==> src/rtl/cci_mpf_rd_req_arb.sv <==
// Round-robin arbiter sharing one MPF read-request channel among N_REQ
// requesters. Tracks in-flight reads per requester, steers responses back
// by tag and provides a drain/quiesce controller.
//
// Handshake: requester i's address is consumed in any cycle where
// req_valid[i] && req_ready[i]. req_ready is a combinational one-hot grant
// (or zero). The accepted request appears on out_valid/out_addr/out_tag one
// cycle later; the channel never back-pressures except through
// out_almost_full, which suppresses new grants in the same cycle.
module cci_mpf_rd_req_arb #(
  parameter int N_REQ           = 4,
  parameter int ADDR_W          = 42,
  parameter int MAX_OUTSTANDING = 64,
  localparam int TAG_W          = $clog2(N_REQ)
) (
  input  logic                    clk,
  input  logic                    reset,
  input  logic [N_REQ-1:0]        req_valid,
  input  logic [N_REQ*ADDR_W-1:0] req_addr,
  output logic [N_REQ-1:0]        req_ready,
  output logic                    out_valid,
  output logic [ADDR_W-1:0]       out_addr,
  output logic [TAG_W-1:0]        out_tag,
  input  logic                    out_almost_full,
  input  logic                    rsp_valid,
  input  logic [TAG_W-1:0]        rsp_tag,
  output logic [N_REQ-1:0]        rsp_route,
  input  logic                    drain_req,
  output logic                    drained,
  output logic                    not_empty,
  output logic                    err_underflow,
  output logic [1:0]              dbg_state
);

  localparam int CNT_W    = $clog2(MAX_OUTSTANDING + 1);
  localparam int TAG_SPAN = 1 << TAG_W;
  localparam logic [CNT_W-1:0] CNT_MAX  = CNT_W'(MAX_OUTSTANDING);
  localparam logic [TAG_W-1:0] LAST_IDX = TAG_W'(N_REQ - 1);

  typedef enum logic [1:0] {
    ST_RUN     = 2'd0,
    ST_DRAIN   = 2'd1,
    ST_DRAINED = 2'd2
  } state_t;

  state_t              state_q;
  state_t              state_d;
  logic [TAG_W-1:0]    rr_ptr;
  logic [CNT_W-1:0]    cnt_q [N_REQ];
  logic [CNT_W-1:0]    cnt_d [N_REQ];

  logic                run_ok;
  logic [N_REQ-1:0]    eligible;
  logic [N_REQ-1:0]    grant;
  logic                grant_any;
  logic [TAG_W-1:0]    grant_idx;
  logic [TAG_W-1:0]    scan_idx;
  logic [ADDR_W-1:0]   sel_addr;

  logic [TAG_SPAN-1:0] tag_dec;
  logic [N_REQ-1:0]    rsp_hit;
  logic                tag_bad;
  logic                underflow;
  logic                all_idle;
  logic                any_cnt_next;

  assign dbg_state = state_q;
  assign req_ready = grant;

  // Eligibility: a requester may be granted only while running, not draining,
  // with channel space and below its in-flight limit.
  always_comb begin
    run_ok = (state_q == ST_RUN) && !drain_req && !out_almost_full;
    for (int i = 0; i < N_REQ; i++) begin
      eligible[i] = req_valid[i] && (cnt_q[i] < CNT_MAX) && run_ok;
    end
  end

  // Round-robin scan starting at rr_ptr; first eligible requester wins.
  always_comb begin
    grant     = '0;
    grant_any = 1'b0;
    grant_idx = '0;
    scan_idx  = '0;
    for (int k = 0; k < N_REQ; k++) begin
      scan_idx = TAG_W'((int'(rr_ptr) + k) % N_REQ);
      if (!grant_any && eligible[scan_idx]) begin
        grant_any       = 1'b1;
        grant_idx       = scan_idx;
        grant[scan_idx] = 1'b1;
      end
    end
  end

  // Address mux for the granted requester.
  always_comb begin
    sel_addr = '0;
    for (int i = 0; i < N_REQ; i++) begin
      if (grant[i]) sel_addr = req_addr[i*ADDR_W +: ADDR_W];
    end
  end

  // Response tag decode; tags beyond N_REQ-1 are flagged rather than routed.
  always_comb begin
    tag_dec = TAG_SPAN'(1) << rsp_tag;
    rsp_hit = rsp_valid ? tag_dec[N_REQ-1:0] : '0;
    tag_bad = rsp_valid && !(|tag_dec[N_REQ-1:0]);
  end

  // Per-requester in-flight counters; a response on an empty counter is an
  // underflow and never wraps the count.
  always_comb begin
    underflow    = tag_bad;
    all_idle     = 1'b1;
    any_cnt_next = 1'b0;
    for (int i = 0; i < N_REQ; i++) begin
      cnt_d[i] = cnt_q[i];
      if (cnt_q[i] != '0) all_idle = 1'b0;
      if (rsp_hit[i] && (cnt_q[i] == '0)) underflow = 1'b1;
      case ({grant[i], rsp_hit[i] && (cnt_q[i] != '0)})
        2'b10:   cnt_d[i] = cnt_q[i] + CNT_W'(1);
        2'b01:   cnt_d[i] = cnt_q[i] - CNT_W'(1);
        default: cnt_d[i] = cnt_q[i];
      endcase
      if (cnt_d[i] != '0) any_cnt_next = 1'b1;
    end
  end

  // Quiesce controller next state.
  always_comb begin
    state_d = state_q;
    case (state_q)
      ST_RUN: begin
        if (drain_req) state_d = ST_DRAIN;
      end
      ST_DRAIN: begin
        if (!drain_req)                 state_d = ST_RUN;
        else if (all_idle && !out_valid) state_d = ST_DRAINED;
      end
      ST_DRAINED: begin
        if (!drain_req) state_d = ST_RUN;
      end
      default: state_d = ST_RUN;
    endcase
  end

  // State, counters and registered outputs.
  always_ff @(posedge clk or posedge reset) begin
    if (reset) begin
      state_q       <= ST_RUN;
      rr_ptr        <= '0;
      out_valid     <= 1'b0;
      out_addr      <= '0;
      out_tag       <= '0;
      rsp_route     <= '0;
      drained       <= 1'b0;
      not_empty     <= 1'b0;
      err_underflow <= 1'b0;
      for (int i = 0; i < N_REQ; i++) cnt_q[i] <= '0;
    end else begin
      state_q   <= state_d;
      out_valid <= grant_any;
      rsp_route <= rsp_hit;
      drained   <= (state_d == ST_DRAINED);
      not_empty <= any_cnt_next || grant_any;
      for (int i = 0; i < N_REQ; i++) cnt_q[i] <= cnt_d[i];
      if (underflow) err_underflow <= 1'b1;
      if (grant_any) begin
        out_addr <= sel_addr;
        out_tag  <= grant_idx;
        rr_ptr   <= (grant_idx == LAST_IDX) ? '0 : grant_idx + TAG_W'(1);
      end
    end
  end

endmodule

==> config.mk <==
export PLATFORM = sky130hd
export DESIGN_NAME = cci_mpf_rd_req_arb
export DESIGN_NICKNAME = d
export VERILOG_FILES = /design/src/rtl/cci_mpf_rd_req_arb.sv
export SDC_FILE = /design/constraint.sdc
export NUM_CORES = 1
export LEC_CHECK = 0
export BUFFER_PORTS_ARGS = -buffer_cell sky130_fd_sc_hd__buf_2
export CORE_MARGIN = 5
export CORE_UTILIZATION = 40
export DETAILED_ROUTE_END_ITERATION = 7
export PLACE_DENSITY = 0.74
export SLEW_MARGIN = 40
export SYNTH_ARGS = -nofsm -noshare
export SYNTH_HDL_FRONTEND = slang
export SYNTH_SLANG_ARGS = --single-unit
==> constraint.sdc <==
create_clock -name clk -period 6.2 [get_ports clk]
set_input_delay 0.31 -clock clk [delete_from_list [all_inputs] [get_ports clk]]
set_output_delay 0.31 -clock clk [all_outputs]
set_load 0.1 [all_outputs]
; ---- Word-level counts from Yosys, hierarchy flattened
; Index checks and enable logic that the tools add are counted.
[word_totals]
rom_bits = 0
ram_bits = 0
inputBits = 179
elab_cells = 157
ff_bits = 84
memories = 0
latch_bits = 0
output_inout_bits = 58
[op_classes]
n_lt_le_gt_ge = 12
div_mod_pow = 0
shifts = 1
n_bitwise = 3
mux = 55
n_mul = 0
n_reduce_logical = 49
n_eq_ne = 12
addsub = 12
[op_table]
columns = operator, count
row1 = two-way mux 42 bit, 4
row2 = one-hot mux 7 bit (2 select lines), 4
row3 = nonzero test 7 bit, 8
row4 = adder 7 x 1 -> 7 bit (second input constant), 4
row5 = zero test 7 bit, 4
row6 = less-than comparator 7 bit (second input constant), 4
row7 = subtractor 7 x 1 -> 7 bit (second input constant), 4
row8 = logical AND 1 bit, 27
row9 = two-way mux 1 bit, 24
row10 = two-way mux 4 bit, 5
row11 = two-way mux 2 bit, 9
row12 = == test 2 bit (second input constant), 7
row13 = less-than comparator 2 x 3 -> 1 bit (second input constant), 4
row14 = bitwise OR 4 bit, 3
row15 = == test 2 x 1 -> 1 bit (second input constant), 5
row16 = binary-select mux 1 bit (select 2 bit), 4
row17 = demux 1 bit (select 2 bit), 4
row18 = >= comparator 2 x 1 -> 1 bit (second input constant), 4
row19 = zero test 1 bit, 7
row20 = one-hot mux 2 bit (3 select lines), 1
row21 = adder 2 x 1 -> 2 bit (second input constant), 2
row22 = adder 2 bit (second input constant), 2
row23 = OR reduction 4 bit, 1
row24 = left shift 1 x 2 -> 4 bit (first input constant), 1
row25 = other kinds (2), 2

; ---- Depth between registers and ports, before layout
; Gate-level depths: netlist of run 1.
[depth]
depth_word = 24
ltp_mapped = 25
ltp_nobuf = 19

; ---- Worst setup path after synthesis of run 1
; OpenSTA, ideal clock, no wires.
[synth_timing]
path_type = flip-flop to flip-flop
start = register rr_ptr[0]
end = register not_empty
t_arrival_ns = 5.327
setup_ns = 0.139
slack_ns = 0.734
stages_incl_launch_ff = 23
t_required_ns = 6.061
synth_period_minus_slack_ns = 5.466
path_buffers = 4
cell_sequence = dfrtp_1 -> buf_6 -> buf_12 -> inv_6 -> ha_1 -> or4b_4 -> nand4_1 -> nor3_1 -> a221oi_1 -> o2bb2ai_2 -> inv_2 -> clkbuf_1 -> ha_1 -> clkbuf_1 -> xor2_1 -> ha_1 -> nor4_1 -> nor3_1 -> mux2i_1 -> xnor2_1 -> nor2_1 -> or4b_1 -> or4b_1
[synth_lines]
columns = element, line_no
row1 = from (decl), 48  ; logic [TAG_W-1:0] rr_ptr;
row2 = from (signal assigned), 171  ; rr_ptr <= (grant_idx == LAST_IDX) ? '0 : grant_idx + TAG_W'(1);
row3 = to (signal assigned), 165  ; not_empty <= any_cnt_next || grant_any;
row4 = to (decl), 30  ; output logic not_empty,

==> results of run 1 <==
flip-flops by register name (all words and copies together) (netlist names):
signal	flops
cnt_q	28
dbg_state	2
drained	1
err_underflow	1
not_empty	1
out_addr	42
out_tag	2
out_valid	1
rr_ptr	2
rsp_route	4
cells in the final DEF (no fill, tap or decap), drive strengths merged, types with 3 or more instances in the layout:
| master | n |
|---|---|
| a211oi | 4 |
| a21o | 8 |
| a21oi | 20 |
| a221o | 43 |
| a221oi | 4 |
| a22oi | 43 |
| a31oi | 5 |
| and4b | 3 |
| buf | 248 |
| clkbuf | 12 |
| clkinv | 3 |
| dfrtp | 84 |
| diode | 3 |
| ha | 24 |
| inv | 17 |
| mux2 | 3 |
| mux2i | 12 |
| nand2 | 32 |
| nand2b | 9 |
| nand3 | 5 |
| nand4 | 3 |
| nor2 | 30 |
| nor2b | 15 |
| nor3 | 21 |
| nor4 | 11 |
| nor4bb | 4 |
| o21ai | 98 |
| o22ai | 5 |
| or4b | 4 |
| xnor2 | 14 |
| xor2 | 14 |
worst paths after layout:
kind / endpoint / depth (start not counted)
worst max-delay path: not_empty / 17
worst min-delay path: rsp_route[0] / 2
worst max register to register: not_empty / 17
worst min register to register: out_tag[1] / 1
max in group asynchronous: out_addr[26] / 3
min in group clk: out_addr[13] / 3
critical path, delay by kind of cell, from the launching register on:
| kind | cells | cell delay (ps) |
|---|---|---|
| flip-flops | 1 | 370 |
| adder cells (fa/ha/maj) | 2 | 840 |
| AO/OA/AOI/OAI | 3 | 590 |
| multiplexers | 1 | 280 |
| AND/OR/NAND/NOR | 7 | 2270 |
| XOR/XNOR | 1 | 100 |
| buffers and inverters | 3 | 660 |
routing by layer:
layer / up-vias / share of wire
met1: 2761 / 0.39
met4: 0 / 0.020
met5: - / 0
met3: 27 / 0.086
li1: 2825 / -
met2: 244 / 0.50
metrics by stage:
stage | std cells | instance area, um2 | worst slack, ps | utilization | total power, uW
2_1_floorplan | 628 | 5850 | 734 | - | 3180
3_3_place_gp | 1008 | 7120 | 1060 | 0.493 | 3650
3_5_place_dp | 1009 | 7130 | 963 | 0.494 | 3690
4_1_cts | 1025 | 7440 | 968 | 0.516 | 4250
5_1_grt | 1028 | 7440 | 578 | 0.516 | 4480
6_report | 1028 | 7440 | 955 | 0.516 | 4230
cell type report:
type / instances / area (um2)
Clock inverter: 4 / 47.5
Multi-Input combinational cell: 475 / 3450
Fill cell: 1363 / 6980
Clock buffer: 12 / 256
Sequential cell: 84 / 2100
Inverter: 18 / 73.8
Antenna cell: 3 / 7.51
Tap cell: 184 / 230
Timing Repair Buffer: 248 / 1270
cells by family after synthesis:
| family | count (synthesis) | synth area share |
|---|---|---|
| AOI/OAI and AO/OA | 252 | 0.306 |
| xor gates and xnor gates | 28 | 0.0419 |
| adders and majority gates | 25 | 0.0547 |
| buffers and inverters | 69 | 0.0558 |
| DFF | 84 | 0.359 |
| muxes | 16 | 0.0329 |
| and+or+nand+nor | 154 | 0.150 |
power by group through the flow:
stage          logic (uW)  registers [uW]  clock network (uW)
2_1_floorplan        1120            2050                   0
5_1_grt              2820            1080                 586
3_3_place_gp         2620            1030                   0
4_1_cts              2660            1040                 560
6_report             2650            1040                 546
3_5_place_dp         2650            1040                   0
==> impl_metrics.yaml, run 1 <==
power:
  swShare: 0.565
  combPwrFrac: 0.625
  cellInternalPower_uw: 1840
  vdd_drop_max_mv: 0.294
  pwr_density_cell_nw_per_um2: 568
  switchingPower_uw: 2390
  p_leak_uw: 0.00340
  pwr-share-seq: 0.246
  p_clk_frac: 0.129
routing:
  vias: 5857
  drtPass1Iterations: 5
  detail_route.wl_per_cell_um: 18.0
  antenna_left: 0
  vias_per_cell: 5.70
  route.detailed.drc: 0
  drt-total-wl_mm: 18.5
  drt-initial-drc-count: 316
cts:
  post_cts_buffers: 0
  ctsHoldBuffers: 0
  cts_resized: 0
  clkTransAtPathRegs_ps: 60
  cts_tree: "yes"
  root_buffer: "clkbuf_16"
  htreeDepth: 3
  cts_buffers: 9
  clk_latency_ps: 340
  clock_path_buffers: 2
  cts_sinks: 84
sta:
  setup_tns_ps: 0
  setup_viol: 0
  hold_ws_ps: 27.8
  fin_crit_sh: 0.846
  hold_violations: 0
  slew_violations: 0
  relSlewSlack: 0.449
  fmax_ghz: 0.191
  rsz0062_at_grt: "no"
  tightest_slew_ps: 816
  finClkSkew_ps: 5.12
  fin_crit_ps: 5240
setup_path:
  crit_type: "flip-flop to flip-flop"
  arrival_ps: 5460
  critPathMaxFanout: 42
  end_kind: "flip-flop"
  critPathLaunchType: "flip-flop"
  max_stage_delay_ps: 580
  cp-startpoint: "rr_ptr[1]"
  crit_path_cell_trace: "inv_1, ha_1, or4b_4, nand4_1, nor3_1, a221oi_1, o2bb2ai_4, inv_2, buf_4, ha_1, a21oi_1, nor3_1, mux2i_1, xnor2_1, nor2_1, or4b_1, or4b_1"
  reg2reg_from: "rr_ptr[1]"
  r2r_slack_ps: 960
  cp_data_required_time_ps: 6410
  cp_slowest_cell: "or4b_4"
final_layout:
  area_delta_synth_final_pct: 27.2
  nets: 1040
  drive_gt1_frac: 0.340
logic_synthesis:
  synth_async_sr_flop_share: 1.00
  synth_top_area_frac: 0.359
  ys.warnings.count: 0
  yosys-top-cells-area: "dfrtp_1 36%, a221o_1 7.4%, o21ai_1 7.2%, a22oi_1 5.5%, ha_1 5.1%"
  synthCells: 628
  synth-main-ff-cell: "dfrtp_1"
  synth_nets: 832
  synth_common_cells: "84 x dfrtp_1, 84 x o21ai_1, 43 x a221o_1, 43 x a22oi_1, 37 x clkbuf_1"
  avgSynthCellArea_um2: 9.32
  netlist_area_um2: 5850
  synth-seq-cells: 84
  synth.distinct_cells: 72
  synth_edf_count: 0
  seq_area_frac_synth: 0.359
  synth_area_leader_cell: "dfrtp_1"
global_routing:
  overflow: 0
  met2_usage: 0.345
  antenna_found_initial: 3
  grt_pass1_wl_mm: 27.3
  grt_pass1_vias: 5154
  met1_usage: 0.253
  grt_usage: 0.204
  grt_use_met3: 0.0549
  top_usage_layer: "met2"
  grt_start_max_net_pins: 53
run:
  drv_cap: 0
min_path:
  hold_path_class: "input pin to asynchronous set/reset pin"
floorplanning:
  core_area_um2: 14400
  dieArea_um2: 17200
  die-height_um: 131
  ios: 237
  die_width_um: 131
  initial_core_util: 0.406
  rows: 44
status:
  status: "finished, final reports clean"
placed_design:
  hpwl_mm: 14.2
  portBuffers: 236
  gp_congestion: 0.876
No activity file was read; power rests on OpenSTA's default activity.
==> inputs of run 2 (changes only) <==
Settings changed: PLACE_DENSITY 0.74 to 0.77.
Clock period 6.2 ns to 4.77 ns, I/O delays scaled along.
==> run 2 against run 1 <==
  * Worst hold slack better by 92 ps
  * Combinational power is 35% higher
  * Global-route usage is 1.3 points higher
  * Sequential share of layout area is 0.70 points lower
  * Total power is 33% higher
  * Critical path depth is 2 higher
  * Flip-flop and latch count stayed put
  * Utilization is 1.4 points higher
  * Critical path type unchanged
  * Critical endpoint unchanged
  * Largest power group unchanged
  * Highest routed layer is now met5
==> impl_metrics.yaml, run 2 (synthesis gave the netlist of run 1 again) <==
setup_path:
  end_kind: "flip-flop"
  crit_type: "flip-flop to flip-flop"
  critPathLaunchType: "flip-flop"
  max_stage_delay_ps: 520
  critPathMaxFanout: 11
  cp_data_required_time_ps: 4990
  crit_path_cell_trace: "inv_8, ha_4, or4b_4, nand4_1, nor3_2, a22oi_1, nor2_1, a221oi_2, ha_2, buf_4, ha_1, a21oi_2, o21ai_2, a21o_1, a21oi_2, xor2_1, o21ai_1, or4b_1, or4b_1"
  cp_slowest_cell: "or4b_4"
  arrival_ps: 4780
power:
  swShare: 0.572
  vdd_drop_max_mv: 0.404
  combPwrFrac: 0.634
  pwr_density_cell_nw_per_um2: 736
  pwr-share-seq: 0.244
  p_leak_uw: 0.00346
  switchingPower_uw: 3220
  cellInternalPower_uw: 2410
  p_total_uw: 5630
  p_clk_frac: 0.122
floorplanning:
  die_width_um: 131
  dieArea_um2: 17200
  ios: 237
  core_area_um2: 14400
  die-height_um: 131
  rows: 44
  initial_core_util: 0.406
sta:
  relSlewSlack: 0.522
  hold_ws_ps: 120
  finClkSkew_ps: 13.2
  slew_violations: 0
  hold_violations: 0
  tightest_slew_ps: 716
  fin_crit_sh: 0.956
  layout_setup_ws_ps: 210
  fmax_ghz: 0.219
  fin_crit_ps: 4560
  setup_viol: 0
  setup_tns_ps: 0
placed_design:
  hpwl_mm: 14.9
  preCtsSetupSlack_ps: 56.6
  placed_cell_area_um2: 7280
  portBuffers: 236
  gp_congestion: 0.912
final_layout:
  final_cell_mix: "236 x buf_2, 83 x o21ai_1, 81 x dfrtp_1"
  largestRegisters: "out_addr x42, cnt_q x28, rsp_route x4"
  nets: 1051
  final_common_cell: "buf_2"
  largest_reg_flops: 42
  drive_gt1_frac: 0.374
  post-route-cell-area_um2: 7640
  area_delta_synth_final_pct: 30.6
  regMostFlops: "out_addr"
  fillCellCount: 1336
  regArea_um2: 2110
  multi_input_area_um2: 3570
routing:
  drt-total-wl_mm: 19.9
  drtPass1Iterations: 7
  vias: 6072
  vias_per_cell: 5.85
  detail_route.wl_per_cell_um: 19.1
  drt-initial-drc-count: 421
  route.detailed.drc: 0
  antenna_left: 0
min_path:
  hold_path_class: "input pin to flip-flop"
status:
  status: "finished, final reports clean"
cts:
  cts_tree: "yes"
  clk_latency_ps: 350
  clkTransAtPathRegs_ps: 70
  cts_sinks: 84
  root_buffer: "clkbuf_16"
  htreeDepth: 3
  cts_buffers: 9
  clock_path_buffers: 2
run:
  drv_cap: 0
global_routing:
  antenna_found_initial: 3
  grt_usage: 0.216
  grt_pass1_vias: 5591
  grt_start_max_net_pins: 57
  grt_pass1_wl_mm: 29.3
  overflow: 0
[run 2: changes by cell type in the layout (fill, tap and decap cells not counted), moves of 3 or more]
cell / change
dfrtp_2: +3
a21oi_1: -3
dfrtp_1: -3
buf_4: +9
a21oi_2: +3
nor3_1: -4
ha_2: +3
ha_1: -5
nor3_2: +3
[run 2: power by group through the flow]
stage,registers [uW],clock network [uW],logic (uW)
floorplan,2670,0,1520
finish,1370,687,3570
detailed placement,1380,0,3520
global route,1420,726,3780
global placement,1360,0,3480
CTS,1370,699,3530
[run 2: stage by stage]
stage               utilization  instances
floorplan                     -        628
CTS                       0.525       1032
detailed placement        0.505       1015
global route              0.530       1036
global placement          0.505       1015
finish                    0.530       1038
[run 2: final timing paths]
path                               startpoint           end  slack, ps  depth (start not counted)
worst max-delay path                rr_ptr[0]     not_empty        210                         19
worst min-delay path            req_addr[136]  out_addr[10]        120                          3
worst max register to register      rr_ptr[0]     not_empty        210                         19
worst min register to register     out_tag[0]    out_tag[0]        480                          1
max in group asynchronous               reset  dbg_state[1]       3130                          4
min in group asynchronous               reset  out_addr[35]        530                          3
[run 2: routing by layer]
metal	wire [um]	vias to the layer above	GRT usage
met5	30	-	0
met4	457	6	0.0774
met1	8290	2874	0.296
met2	9440	297	0.335
li1	-	2855	-
met3	1640	40	0.0500
[run 2: worst max-delay path: cells and delay by family, from the launching register on]
family                   cells  cell delay [ps]
adder cells (fa/ha/maj)      3              740
AND/OR/NAND/NOR              6             1770
AO/OA/AOI/OAI                7             1080
XOR/XNOR                     1              190
flip-flops                   1              440
buffers and inverters        2              220
[run 2: what timing repair did]
action / CTS / global route
hold buffers: 1 / 0
endpoints found under the setup margin: 0 / 1
endpoints found under the hold margin: 9 / 0
gates resized for setup: 0 / 12
setup buffers: 0 / 4
[run 2: cell type report]
type / instances / area share
clock buffers: 12 / 0.0336
flip-flops and latches: 84 / 0.275
inverters: 18 / 0.00998
well taps: 184 / 0.0301
repair buffers: 259 / 0.179
multi-input cells: 475 / 0.467
diodes: 2 / 0.000655
clock inverters: 4 / 0.00426
